## src/rtl/matmul_pkg.sv

```systemverilog
// Shared definitions for the matmul control block: sequencer state encoding,
// APB register addresses and register bit positions.
package matmul_pkg;

  typedef enum logic [2:0] {
    ST_IDLE  = 3'd0,
    ST_CLEAR = 3'd1,
    ST_FEED  = 3'd2,
    ST_DRAIN = 3'd3,
    ST_WB    = 3'd4,
    ST_DONE  = 3'd5
  } ctrl_state_e;

  localparam logic [15:0] CTRL_ADDR   = 16'h0000;
  localparam logic [15:0] STATUS_ADDR = 16'h0008;

  // CTRL fields
  localparam int unsigned CTRL_START_BIT = 0;
  localparam int unsigned CTRL_N_LSB     = 4;
  localparam int unsigned CTRL_K_LSB     = 8;
  localparam int unsigned CTRL_M_LSB     = 12;

  // STATUS fields
  localparam int unsigned STAT_BUSY_BIT = 1'b0;
  localparam int unsigned STAT_DONE_BIT = 1;
  localparam int unsigned STAT_CNT_LSB  = 8;
  localparam int unsigned CNT_W         = 8;

endpackage

```

## src/rtl/matmul_apb_regs.sv

```systemverilog
// APB register slave for the matmul control block.
// Decodes CTRL/STATUS, answers with zero wait states, latches the matrix
// dimensions, and holds the sticky done flag (write-1-to-clear).
// Ports:
//   clk_i, rst_i                 clock, synchronous active-high reset
//   psel_i/penable_i/pwrite_i    APB control
//   pstrb_i, pwdata_i, paddr_i   APB write strobe, data, address
//   pready_o/pslverr_o/prdata_o  APB response (zero outside access phase)
//   busy_i                       sequencer busy (blocks CTRL writes)
//   done_set_i                   sequencer is in its completion cycle
//   cycle_cnt_i                  busy-cycle count for STATUS readback
//   start_pulse_o                accepted START write, one cycle
//   n_dim_o/k_dim_o/m_dim_o      latched dimensions minus one
module matmul_apb_regs
  import matmul_pkg::*;
#(
  parameter int unsigned BUS_WIDTH  = 64,
  parameter int unsigned ADDR_WIDTH = 16,
  parameter int unsigned MAX_DIM    = 4,
  parameter int unsigned DIM_W      = 2
) (
  input  logic                  clk_i,
  input  logic                  rst_i,
  input  logic                  psel_i,
  input  logic                  penable_i,
  input  logic                  pwrite_i,
  input  logic [MAX_DIM-1:0]    pstrb_i,
  input  logic [BUS_WIDTH-1:0]  pwdata_i,
  input  logic [ADDR_WIDTH-1:0] paddr_i,
  output logic                  pready_o,
  output logic                  pslverr_o,
  output logic [BUS_WIDTH-1:0]  prdata_o,
  input  logic                  busy_i,
  input  logic                  done_set_i,
  input  logic [CNT_W-1:0]      cycle_cnt_i,
  output logic                  start_pulse_o,
  output logic [DIM_W-1:0]      n_dim_o,
  output logic [DIM_W-1:0]      k_dim_o,
  output logic [DIM_W-1:0]      m_dim_o
);

  logic access, ctrl_hit, stat_hit, lane0_wr, ctrl_wr_ok, done_clr;
  logic [DIM_W-1:0] n_q, n_d, k_q, k_d, m_q, m_d;
  logic done_q, done_d;

  // Only lane 0 carries register bits; the remaining data/strobe bits are
  // accepted on the bus but have no destination.
  logic unused_bits;
  assign unused_bits = ^{pwdata_i, pstrb_i};

  assign access   = psel_i & penable_i;
  assign ctrl_hit = (paddr_i == ADDR_WIDTH'(CTRL_ADDR));
  assign stat_hit = (paddr_i == ADDR_WIDTH'(STATUS_ADDR));
  assign lane0_wr = access & pwrite_i & pstrb_i[0];

  // A strobe-less write is a silent no-op, so the busy error only applies
  // to writes that would actually have modified CTRL.
  assign ctrl_wr_ok    = lane0_wr & ctrl_hit & ~busy_i;
  assign start_pulse_o = ctrl_wr_ok & pwdata_i[CTRL_START_BIT];
  assign done_clr      = lane0_wr & stat_hit & pwdata_i[STAT_DONE_BIT];

  assign pready_o  = access;
  assign pslverr_o = access & (~(ctrl_hit | stat_hit) | (lane0_wr & ctrl_hit & busy_i));

  always_comb begin
    prdata_o = '0;
    if (access && !pwrite_i) begin
      if (ctrl_hit) begin
        prdata_o[CTRL_N_LSB +: DIM_W] = n_q;
        prdata_o[CTRL_K_LSB +: DIM_W] = k_q;
        prdata_o[CTRL_M_LSB +: DIM_W] = m_q;
      end else if (stat_hit) begin
        prdata_o[STAT_BUSY_BIT]         = busy_i;
        prdata_o[STAT_DONE_BIT]         = done_q;
        prdata_o[STAT_CNT_LSB +: CNT_W] = cycle_cnt_i;
      end
    end
  end

  always_comb begin
    n_d    = n_q;
    k_d    = k_q;
    m_d    = m_q;
    done_d = done_q;
    if (ctrl_wr_ok) begin
      n_d = pwdata_i[CTRL_N_LSB +: DIM_W];
      k_d = pwdata_i[CTRL_K_LSB +: DIM_W];
      m_d = pwdata_i[CTRL_M_LSB +: DIM_W];
    end
    if (start_pulse_o || done_clr) done_d = 1'b0;
    // Completion beats a coincident clear so the event is never lost.
    if (done_set_i) done_d = 1'b1;
  end

  always_ff @(posedge clk_i) begin
    if (rst_i) begin
      n_q    <= '0;
      k_q    <= '0;
      m_q    <= '0;
      done_q <= 1'b0;
    end else begin
      n_q    <= n_d;
      k_q    <= k_d;
      m_q    <= m_d;
      done_q <= done_d;
    end
  end

  assign n_dim_o = n_q;
  assign k_dim_o = k_q;
  assign m_dim_o = m_q;

endmodule

```

## src/rtl/matmul_ctrl.sv

```systemverilog
// Control/sequencing block for the matmul systolic array.
// Accepts START through the APB register slave, then steps the array
// through CLEAR -> FEED -> DRAIN -> WB -> DONE while asserting busy.
// Ports:
//   clk, rst                   clock, synchronous active-high reset
//   psel..paddr                APB request (psel pre-decoded for this block)
//   pready, pslverr, prdata    APB response
//   busy                       operation in progress
//   sa_clear, sa_step          array accumulator clear / step enable
//   feed_step                  feed step index for operand skew
//   n_dim, k_dim, m_dim        latched dimensions minus one
//   wb_valid, wb_row, wb_ready result row write-back handshake
//   done_irq                   one-cycle completion pulse
module matmul_ctrl
  import matmul_pkg::*;
#(
  parameter  int unsigned DATA_WIDTH = 16,
  parameter  int unsigned BUS_WIDTH  = 64,
  parameter  int unsigned ADDR_WIDTH = 16,
  localparam int unsigned MAX_DIM    = BUS_WIDTH / DATA_WIDTH,
  localparam int unsigned DIM_W      = $clog2(MAX_DIM),
  localparam int unsigned STEP_W     = $clog2(3 * MAX_DIM)
) (
  input  logic                  clk,
  input  logic                  rst,
  input  logic                  psel,
  input  logic                  penable,
  input  logic                  pwrite,
  input  logic [MAX_DIM-1:0]    pstrb,
  input  logic [BUS_WIDTH-1:0]  pwdata,
  input  logic [ADDR_WIDTH-1:0] paddr,
  output logic                  pready,
  output logic                  pslverr,
  output logic [BUS_WIDTH-1:0]  prdata,
  output logic                  busy,
  output logic                  sa_clear,
  output logic                  sa_step,
  output logic [STEP_W-1:0]     feed_step,
  output logic [DIM_W-1:0]      n_dim,
  output logic [DIM_W-1:0]      k_dim,
  output logic [DIM_W-1:0]      m_dim,
  output logic                  wb_valid,
  output logic [DIM_W-1:0]      wb_row,
  input  logic                  wb_ready,
  output logic                  done_irq
);

  ctrl_state_e       state_q;
  logic              busy_q, sa_clear_q, sa_step_q, wb_valid_q, done_irq_q;
  logic [STEP_W-1:0] feed_step_q, last_step;
  logic [DIM_W-1:0]  wb_row_q;
  logic [CNT_W-1:0]  cnt_q, cnt_d;
  logic              start_pulse;
  logic [DIM_W-1:0]  n_w, k_w, m_w;

  matmul_apb_regs #(
    .BUS_WIDTH  (BUS_WIDTH),
    .ADDR_WIDTH (ADDR_WIDTH),
    .MAX_DIM    (MAX_DIM),
    .DIM_W      (DIM_W)
  ) u_regs (
    .clk_i         (clk),
    .rst_i         (rst),
    .psel_i        (psel),
    .penable_i     (penable),
    .pwrite_i      (pwrite),
    .pstrb_i       (pstrb),
    .pwdata_i      (pwdata),
    .paddr_i       (paddr),
    .pready_o      (pready),
    .pslverr_o     (pslverr),
    .prdata_o      (prdata),
    .busy_i        (busy_q),
    .done_set_i    (done_irq_q),
    .cycle_cnt_i   (cnt_q),
    .start_pulse_o (start_pulse),
    .n_dim_o       (n_w),
    .k_dim_o       (k_w),
    .m_dim_o       (m_w)
  );

  // Feed lasts (N-1)+(K-1)+(M-1)+1 cycles, so the final index is the plain
  // sum of the stored minus-one fields.
  assign last_step = STEP_W'(n_w) + STEP_W'(k_w) + STEP_W'(m_w);

  always_ff @(posedge clk) begin
    if (rst) begin
      state_q     <= ST_IDLE;
      busy_q      <= 1'b0;
      sa_clear_q  <= 1'b0;
      sa_step_q   <= 1'b0;
      feed_step_q <= '0;
      wb_valid_q  <= 1'b0;
      wb_row_q    <= '0;
      done_irq_q  <= 1'b0;
    end else begin
      sa_clear_q <= 1'b0;
      done_irq_q <= 1'b0;
      case (state_q)
        ST_IDLE: begin
          if (start_pulse) begin
            state_q    <= ST_CLEAR;
            busy_q     <= 1'b1;
            sa_clear_q <= 1'b1;
          end
        end
        ST_CLEAR: begin
          state_q     <= ST_FEED;
          sa_step_q   <= 1'b1;
          feed_step_q <= '0;
        end
        ST_FEED: begin
          if (feed_step_q == last_step) begin
            state_q     <= ST_DRAIN;
            feed_step_q <= '0;
          end else begin
            feed_step_q <= feed_step_q + STEP_W'(1);
          end
        end
        ST_DRAIN: begin
          state_q    <= ST_WB;
          sa_step_q  <= 1'b0;
          wb_valid_q <= 1'b1;
          wb_row_q   <= '0;
        end
        ST_WB: begin
          if (wb_ready) begin
            if (wb_row_q == n_w) begin
              state_q    <= ST_DONE;
              wb_valid_q <= 1'b0;
              wb_row_q   <= '0;
              done_irq_q <= 1'b1;
            end else begin
              wb_row_q <= wb_row_q + DIM_W'(1);
            end
          end
        end
        ST_DONE: begin
          state_q <= ST_IDLE;
          busy_q  <= 1'b0;
        end
        default: begin
          state_q    <= ST_IDLE;
          busy_q     <= 1'b0;
          sa_step_q  <= 1'b0;
          wb_valid_q <= 1'b0;
        end
      endcase
    end
  end

  // Busy-cycle counter: restarts on START, counts every busy cycle, saturates.
  always_comb begin
    cnt_d = cnt_q;
    if (start_pulse) cnt_d = '0;
    else if (busy_q && cnt_q != '1) cnt_d = cnt_q + CNT_W'(1);
  end

  always_ff @(posedge clk) begin
    if (rst) cnt_q <= '0;
    else     cnt_q <= cnt_d;
  end

  assign busy      = busy_q;
  assign sa_clear  = sa_clear_q;
  assign sa_step   = sa_step_q;
  assign feed_step = feed_step_q;
  assign wb_valid  = wb_valid_q;
  assign wb_row    = wb_row_q;
  assign done_irq  = done_irq_q;
  assign n_dim     = n_w;
  assign k_dim     = k_w;
  assign m_dim     = m_w;

endmodule

```

## config.mk

```make
export PLATFORM = sky130hd
export DESIGN_NAME = matmul_ctrl
export DESIGN_NICKNAME = d
export VERILOG_FILES = /design/src/rtl/matmul_pkg.sv /design/src/rtl/matmul_apb_regs.sv /design/src/rtl/matmul_ctrl.sv
export SDC_FILE = /design/constraint.sdc
export NUM_CORES = 1
export LEC_CHECK = 0
export BUFFER_PORTS_ARGS = -buffer_cell sky130_fd_sc_hd__buf_4
export CORE_MARGIN = 3
export CORE_UTILIZATION = 39
export CTS_CLUSTER_SIZE = 25
export DETAILED_ROUTE_END_ITERATION = 6
export PLACE_DENSITY = 0.92
export SLEW_MARGIN = 20
export SYNTH_ARGS = -nofsm -noshare
export SYNTH_HDL_FRONTEND = slang
export SYNTH_SLANG_ARGS = --single-unit
```

## constraint.sdc

```tcl
create_clock -name clk -period 2.6 [get_ports clk]
set_input_delay 0.52 -clock clk [delete_from_list [all_inputs] [get_ports clk]]
set_output_delay 0.52 -clock clk [all_outputs]
set_load 0.1 [all_outputs]
```

==> flow_summary.ini, run 1 <==
[status]
status = complete, but fails checks
failed_checks = setup timing

[global_routing]
antenna_found_initial = 0
grt_max_degree = 21
grt_pass1_vias = 1776
track_usage_pct = 16.13
grt_overflow = 0
grt_first_pass_wirelength_um = 8031

[floorplan]
die_h_um = 79.66
die-area_um2 = 6345
start_util_pct = 40.90
core_um2 = 5172
die_w_um = 79.66
rows = 26
io_pins = 173

[power_and_ir_drop]
fin_total_pwr_mw = 1.277
p_sw_share_pct = 42.96
power.switching_mw = 0.5488
p_per_area_nw_per_um2 = 462.0
internal-power_mw = 0.7286
power_leakage_nw = 1.242
peakVddDrop_v = 0.0002796
combPwrFrac_pct = 33.3
p_seq_share_pct = 34.7
p_clk_share_pct = 32.0

[yosys]
synth_area_leader_cell = dfxtp_1
ys_ff_latch = 29
synth_async_sr_flop_share_pct = 0
synth_edf_count = 0
synthTopCellsByArea = dfxtp_1 (27%), buf_4 (18%), mux2i_1 (5.2%)
yosysSeqAreaShare_pct = 27.44
yosysUniqueCellTypes = 48
synth_top_area_share_pct = 27.44
synth_area_per_cell_um2 = 8.233
synth_ff_type = dfxtp_1
netlist_area_um2 = 2116
ys_warn_count = 0
synth_cells = 257

[min_path]
min_from = u_regs.k_dim_o[1]
holdCritPathClass = reg -> reg
whs_path_depth = 2

[clock_network]
tritoncts = built
cts_sinks = 29
clkTransAtPathRegs_ns = 0.06
clkLatencyLatePin_ns = 0.28
h-tree-depth = 2
cts_root_buf = clkbuf_8
hold_buffers = 0
clockBufferDepth = 2
cts-buffers-inserted = 5

[setup_path]
cp_max_fo = 6
crit_buf_inv = 2
reg2reg_from = u_regs.n_dim_o[1]
r2r_cells = 9
cp.depth = 5
required_ns = 2.08
startpoint = paddr[4]
timing.critical_path.slowest_cell_delay_ns = 0.62
critPathCaptureType = output pin
cp-endpoint = prdata[4]
path_delay_family = simple AND/OR/NAND/NOR gates
crit_arrival_ns = 2.10
r2r_slack_ns = 0.22
startpoint_type = input pin
critPathKind = in -> out
cp_cell_sequence = buf_4, or3_4, or4_4, nor3b_4, buf_12
r2r-end = state_q[0]
slowest_stage = or4_4

[sta]
worst_pin_slew_ns = 0.6307
hold_viol_final = 0
worst_hold_slack_ns = 0.4847
drv_slew = 0
fmax_mhz = 381.0
clock_skew_ns = 0.002122
fin_crit_sh_pct = 101.0
timing.slew.headroom_pct = 57.87
post-route-min-period_ns = 2.625
rsz0062_at_grt = yes
finalSetupViolations = 1
layout_setup_ws_ns = -0.02474

[layout]
multi_input_area_um2 = 1365
fin_util_pct = 53.46
syn2layout_area_growth_pct = 30.69
nets = 414
drive_gt1_share_pct = 31.66
regArea_um2 = 586.8
antennaDiodeCount = 0
fillers = 477

[flow_run]
max-cap-violations = 0

[drt]
drc = 0
drt_iter0_drc = 126
vias_per_cell = 4.841
drtAntennaViolNets = 0
finalWirelength_um = 5154
wl_per_cell_um = 13.25
dr.pass1.iters = 4
vias = 1883

[place]
portBuffers = 61
dp_hpwl_um = 3979
gp_congestion = 0.7735
[cell families (layout without fill, tap and decap cells)]
| group | after synthesis | count (layout) | synth area share [%] |
|---|---|---|---|
| other | 1 | 52 | 0.1772 |
| AOI/OAI and AO/OA | 27 | 27 | 9.345 |
| adders and majority gates | 6 | 6 | 4.258 |
| buffers and inverters | 70 | 81 | 21.94 |
| and+or+nand+nor | 102 | 102 | 27.08 |
| muxes | 11 | 11 | 5.204 |
| DFF | 29 | 29 | 27.44 |
| xor gates and xnor gates | 11 | 11 | 4.553 |
[how the worst min path moves through the flow]
stage | end
after CTS | u_regs.n_dim_o[1]
after detailed placement | u_regs.k_dim_o[1]
final | u_regs.k_dim_o[1]
after floorplan | u_regs.done_q
after global placement | u_regs.k_dim_o[1]
after global routing | u_regs.n_dim_o[1]
[layout by cell type, fill, tap and decap left out, types with 3 or more instances in the layout]
master	instances
nor2_1	13
a211oi_1	4
nor4_4	3
nand3_1	6
clkbuf_8	7
ha_1	4
a21oi_1	5
nand2b_1	3
buf_4	48
and3_2	6
buf_6	11
nand4_1	7
nor2b_1	3
nor3b_1	5
buf_12	4
inv_1	8
conb_1	52
nand2_1	22
xor2_1	4
nor2_2	4
o21ai_0	5
nor4_1	5
nor3_1	4
dfxtp_1	26
xnor2_1	7
mux2i_1	11
or4_1	3
[through the flow]
stage	setup TNS, ns	cell area, um^2	setup slack (ns)	cells
floorplan	-1.724	2372	-0.3343	308
global placement	-0.5848	2500	-0.1015	380
detailed placement	-1.315	2500	-0.1850	380
CTS	-0.05247	2705	-0.03928	388
global route	-0.08397	2765	-0.06368	389
finish	-0.02474	2765	-0.02474	389
[worst register-to-register path, delay by kind of cell (launching register included)]
family                     cells  cell delay (ns)
buffers and inverters          2             0.14
DFF                            1             0.37
and+or+nand+nor                3             0.62
adders and majority gates      3             1.01
xor gates and xnor gates       1             0.12
[cell usage after synthesis (2+ instances only)]
library cell  number
nand2b_1           3
a211oi_1           4
nand4_1            7
nand3_1            7
nand2_1           22
mux2i_1           11
or4_1              4
nor3_1             5
nor4_1             9
buf_4             52
ha_1               4
clkbuf_1           4
xnor2_1            7
fa_1               2
nor2_1            18
nor2b_1            3
nor3b_1            5
xor2_1             4
a32oi_1            2
a21oi_1            5
dfxtp_1           29
o2111ai_1          2
inv_1              8
and2_1             2
o21ai_0            5
buf_2              5
and3_1             7
[flip-flops by register name (all words and copies together), names as in the netlist]
register        count
u_regs.n_dim_o      2
cnt_q               8
u_regs.done_q       1
wb_valid            1
state_q             3
sa_clear            1
done_irq            1
u_regs.m_dim_o      2
sa_step             1
busy                1
wb_row              2
u_regs.k_dim_o      2
feed_step           4
[final cells by class]
class	instances	area share (%)
Multi-Input combinational cell	209	49.37
Timing Repair Buffer	65	21.49
Sequential cell	29	21.22
Clock buffer	7	3.484
Tap cell	70	3.167
Inverter	8	1.086
Clock inverter	1	0.1810
[power groups by stage]
stage | sequential [mW] | clock (mW) | combinational [mW]
detailed placement | 0.453 | 0 | 0.412
global placement | 0.453 | 0 | 0.409
finish | 0.443 | 0.408 | 0.426
floorplan | 0.453 | 0 | 0.425
global route | 0.443 | 0.444 | 0.437
CTS | 0.443 | 0.423 | 0.420
[what timing repair did]
action                     CTS  global route
gates cloned                 0             0
setup endpoints to repair   12            12
pin swaps                    5             6
setup buffers                0             1
gates resized for setup     21            13
[layer usage]
| layer | track usage [%] | part of all wire (%) | vias to the layer above |
|---|---|---|---|
| met5 | 0 | 0 | - |
| met4 | 9.278 | 3.5 | 0 |
| met1 | 18.34 | 39 | 863 |
| met3 | 4.515 | 6.8 | 18 |
| li1 | - | - | 919 |
| met2 | 26.88 | 50 | 83 |
No activity file was read; power rests on OpenSTA's default activity.
==> run 2: changes to the inputs <==
CORE_ASPECT_RATIO = 0.7   (was unset)
==> flow_summary.ini, run 2 (synthesized netlist as in run 1, its figures left out) <==
[sta]
drv_slew = 0
fin_crit_sh_pct = 100.7
tns_ns = -0.01841
hold_viol_final = 0
layout_setup_ws_ns = -0.01841
rsz0062_at_grt = yes
finalSetupViolations = 1
timing.slew.headroom_pct = 57.27
worst_pin_slew_ns = 0.6403
clock_skew_ns = 0.003675
post-route-min-period_ns = 2.618
fmax_mhz = 381.9

[place]
place_inst = 380
portBuffers = 61
postPlaceCellArea_um2 = 2506
dp_hpwl_um = 3980
gp_congestion = 0.8160

[layout]
syn2layout_area_growth_pct = 29.98
drive_gt1_share_pct = 31.03
nets = 414
regMostFlops = cnt_q
fillers = 467
layout_commonest_cell = conb_1
multi_input_area_um2 = 1360
regArea_um2 = 586.8
fin_util_pct = 55.09
largest_register_ffs = 8
antennaDiodeCount = 0
finalNonFillerCells = 388
stdcell_area_um2 = 2750
final_cell_mix = conb_1 (52), buf_4 (49), dfxtp_1 (26)

[global_routing]
grt_overflow = 0
track_usage_pct = 16.06
grt_pass1_vias = 1708
grt_first_pass_wirelength_um = 8004
antenna_found_initial = 0
grt_max_degree = 21

[setup_path]
r2r_slack_ns = 0.22
cp_max_fo = 6
startpoint = paddr[2]
required_ns = 2.08
critPathKind = in -> out
critPathCaptureType = output pin
r2r_cells = 9
crit_arrival_ns = 2.10
r2r-end = feed_step[1]
reg2reg_from = u_regs.n_dim_o[1]
cp-endpoint = prdata[4]
startpoint_type = input pin

[clock_network]
clkLatencyLatePin_ns = 0.28
clockBufferDepth = 2
tritoncts = built
hold_buffers = 0
cts_root_buf = clkbuf_8
h-tree-depth = 2
cts-buffers-inserted = 5
cts_sinks = 29
clkTransAtPathRegs_ns = 0.06

[power_and_ir_drop]
fin_total_pwr_mw = 1.228
peakVddDrop_v = 0.0002540
p_per_area_nw_per_um2 = 446.6
power_leakage_nw = 1.234

[status]
failed_checks = setup timing
status = complete, but fails checks

[floorplan]
die_h_um = 67.63
start_util_pct = 42.38
core_um2 = 4992
io_pins = 173
rows = 21
die-area_um2 = 6359
die_w_um = 94.04

[drt]
drt_iter0_drc = 64
wl_per_cell_um = 13.61
vias_per_cell = 4.843
drc = 0
drtAntennaViolNets = 0
vias = 1879
finalWirelength_um = 5282
dr.pass1.iters = 4

[flow_run]
max-cap-violations = 0

[min_path]
holdCritPathClass = reg -> reg
-- run 2: routing by layer --
| layer | up-vias | track usage [%] | wire length, um |
|---|---|---|---|
| met1 | 870 | 19.41 | 2237 |
| met3 | 7 | 5.679 | 487 |
| met5 | - | 0 | 0 |
| li1 | 920 | - | - |
| met2 | 82 | 26.70 | 2501 |
| met4 | 0 | 5.586 | 57 |
-- run 2: power by group --
group | switching [mW] | internal (mW) | total [mW]
registers | 0.00000170 | 0.443 | 0.443
logic | 0.380 | 0.0461 | 0.426
clock network | 0.174 | 0.185 | 0.359
total | 0.554 | 0.674 | 1.23
-- run 2: worst min path at each step --
stage                     cells after the start  slack, ns              start                end
after floorplan                               2       0.46      u_regs.done_q      u_regs.done_q
after global placement                        2       0.47  u_regs.m_dim_o[1]  u_regs.m_dim_o[1]
after detailed placement                      2       0.48  u_regs.k_dim_o[1]  u_regs.k_dim_o[1]
after CTS                                     3       0.48          pwdata[5]  u_regs.n_dim_o[1]
after global routing                          3       0.48          pwdata[5]  u_regs.n_dim_o[1]
final                                         2       0.48  u_regs.k_dim_o[1]  u_regs.k_dim_o[1]
-- run 2: layout make-up --
type                            instances  share of cell area, %
Timing Repair Buffer                   65                  21.97
Clock buffer                            6                  2.639
Tap cell                               69                  3.139
Sequential cell                        29                  21.34
Multi-Input combinational cell        209                  49.45
Inverter                                8                  1.092
Clock inverter                          2                 0.3640
-- run 2: per-stage QoR --
step                      worst slack (ns)  hold slack [ns]
after floorplan                    -0.3343           0.4639
after global placement             -0.1152           0.4675
after detailed placement           -0.1445           0.4768
after CTS                         -0.02496           0.4782
after global routing              -0.06310           0.4780
final                             -0.01841           0.4829
-- run 2: timing repair --
item | CTS | global route
pin swaps | 6 | 1
resized for setup | 16 | 19
buffers inserted | 0 | 0
setup endpoints to repair | 12 | 12
-- run 2: worst max-delay path, cell delays in order --
cell	delay, ns
buf_4	0.11
or3_4	0.39
or4_4	0.62
nor3b_4	0.25
buf_12	0.20
==> run 3: changes to the inputs <==
PLACE_DENSITY = 0.81   (was 0.92)
==> flow_summary.ini, run 3 (synthesized netlist as in run 1, its figures left out) <==
[sta]
fin_crit_sh_pct = 100.1
tns_ns = -0.002809
clock_skew_ns = 0.008924
worst_pin_slew_ns = 0.6488
layout_setup_ws_ns = -0.002809
rsz0062_at_grt = yes
fmax_mhz = 384.2
post-route-min-period_ns = 2.603
drv_slew = 0
hold_viol_final = 0
finalSetupViolations = 1
timing.slew.headroom_pct = 56.70

[layout]
drive_gt1_share_pct = 31.46
finalNonFillerCells = 390
layout_commonest_cell = conb_1
antennaDiodeCount = 0
final_cell_mix = conb_1 (52), buf_4 (50), dfxtp_1 (26)
nets = 416
syn2layout_area_growth_pct = 31.58
regMostFlops = cnt_q
largest_register_ffs = 8

[setup_path]
cp_max_fo = 6
required_ns = 2.08
path_delay_family = simple AND/OR/NAND/NOR gates
cp_cell_sequence = buf_4, or3_4, or4_4, nor3b_4, buf_12
startpoint_type = input pin
slowest_stage = or4_4
critPathCaptureType = output pin
timing.critical_path.slowest_cell_delay_ns = 0.62
crit_arrival_ns = 2.08
critPathKind = in -> out
crit_buf_inv = 2

[flow_run]
max-cap-violations = 0

[place]
post-place-ws_ns = -0.1323
place_inst = 381
gp_congestion = 0.9185
portBuffers = 61
dp_hpwl_um = 4045

[min_path]
holdCritPathClass = in -> reg

[clock_network]
hold_buffers = 0
cts_sinks = 29
clockBufferDepth = 2
clkTransAtPathRegs_ns = 0.06
h-tree-depth = 2
cts-buffers-inserted = 5
clkLatencyLatePin_ns = 0.29
cts_root_buf = clkbuf_8
tritoncts = built

[floorplan]
die-area_um2 = 6359
start_util_pct = 42.38
io_pins = 173
die_h_um = 67.63
rows = 21
die_w_um = 94.04
core_um2 = 4992

[global_routing]
grt_overflow = 0
grt_max_degree = 21
track_usage_pct = 16.23
antenna_found_initial = 0
grt_pass1_vias = 1671
grt_first_pass_wirelength_um = 7872

[drt]
finalWirelength_um = 5228
drc = 0
vias_per_cell = 4.862
wl_per_cell_um = 13.41
drt_iter0_drc = 132
vias = 1896
dr.pass1.iters = 4
drtAntennaViolNets = 0

[status]
failed_checks = setup timing
status = complete, but fails checks

[power_and_ir_drop]
fin_total_pwr_mw = 1.362
power_leakage_nw = 1.256
p_per_area_nw_per_um2 = 489.2
peakVddDrop_v = 0.0002530
-- run 3: changes by cell type in the layout (fill, tap and decap cells not counted), sizes merged --
cell    previous run  this run
clkbuf             6         7
bufinv             0         1
buf               65        67
clkinv             2         0
-- run 3: layout make-up --
type	instances	area (um^2)
clock buffer	7	86.33
inverter	8	30.03
sequential	29	586.8
clock inverter	1	30.03
multi-input combinational	209	1351
tap	69	86.33
fill	460	2208
timing repair buffer	67	613.1
-- run 3: per-layer routing --
metal  wire length (um)  vias to the layer above  track usage (%)
met5                  0                        -                0
li1                   -                      929                -
met2               2460                       90            25.38
met1               2169                      871            19.96
met3                520                        6            5.791
met4                 77                        0            7.928
-- run 3: stage by stage --
stage / instance area (um^2) / util [%] / hold slack, ns
after floorplan: 2372 / - / 0.4639
after global placement: 2514 / 50.35 / 0.4719
after CTS: 2716 / 54.41 / 0.4618
after global routing: 2784 / 55.76 / 0.4662
after detailed placement: 2514 / 50.35 / 0.4806
final: 2784 / 55.76 / 0.4675
-- run 3: timing repair --
action	CTS	global route
pin swaps	6	6
buffers inserted	0	1
resized for setup	20	13
endpoints found under the setup margin	11	13
-- run 3: path summary, 6_finish.rpt --
check | end | slack [ns] | start | cells past startpoint
max | prdata[4] | -0.003 | paddr[5] | 5
min | u_regs.n_dim_o[1] | 0.47 | pwdata[5] | 3
max reg2reg | state_q[0] | 0.12 | u_regs.n_dim_o[1] | 9
min reg2reg | u_regs.m_dim_o[1] | 0.49 | u_regs.m_dim_o[1] | 2
-- run 3: report_power, final --
part | switching (mW) | leakage, nW | internal, mW
combinational | 0.378 | 0.963 | 0.0476
sequential | 0.00000171 | 0.235 | 0.443
clock | 0.181 | 0.0585 | 0.312
-- run 3: worst min-delay path: stages --
cell and delay [ns]:
buf_4 0.11, nand2_1 0.04, mux2i_1 0.05
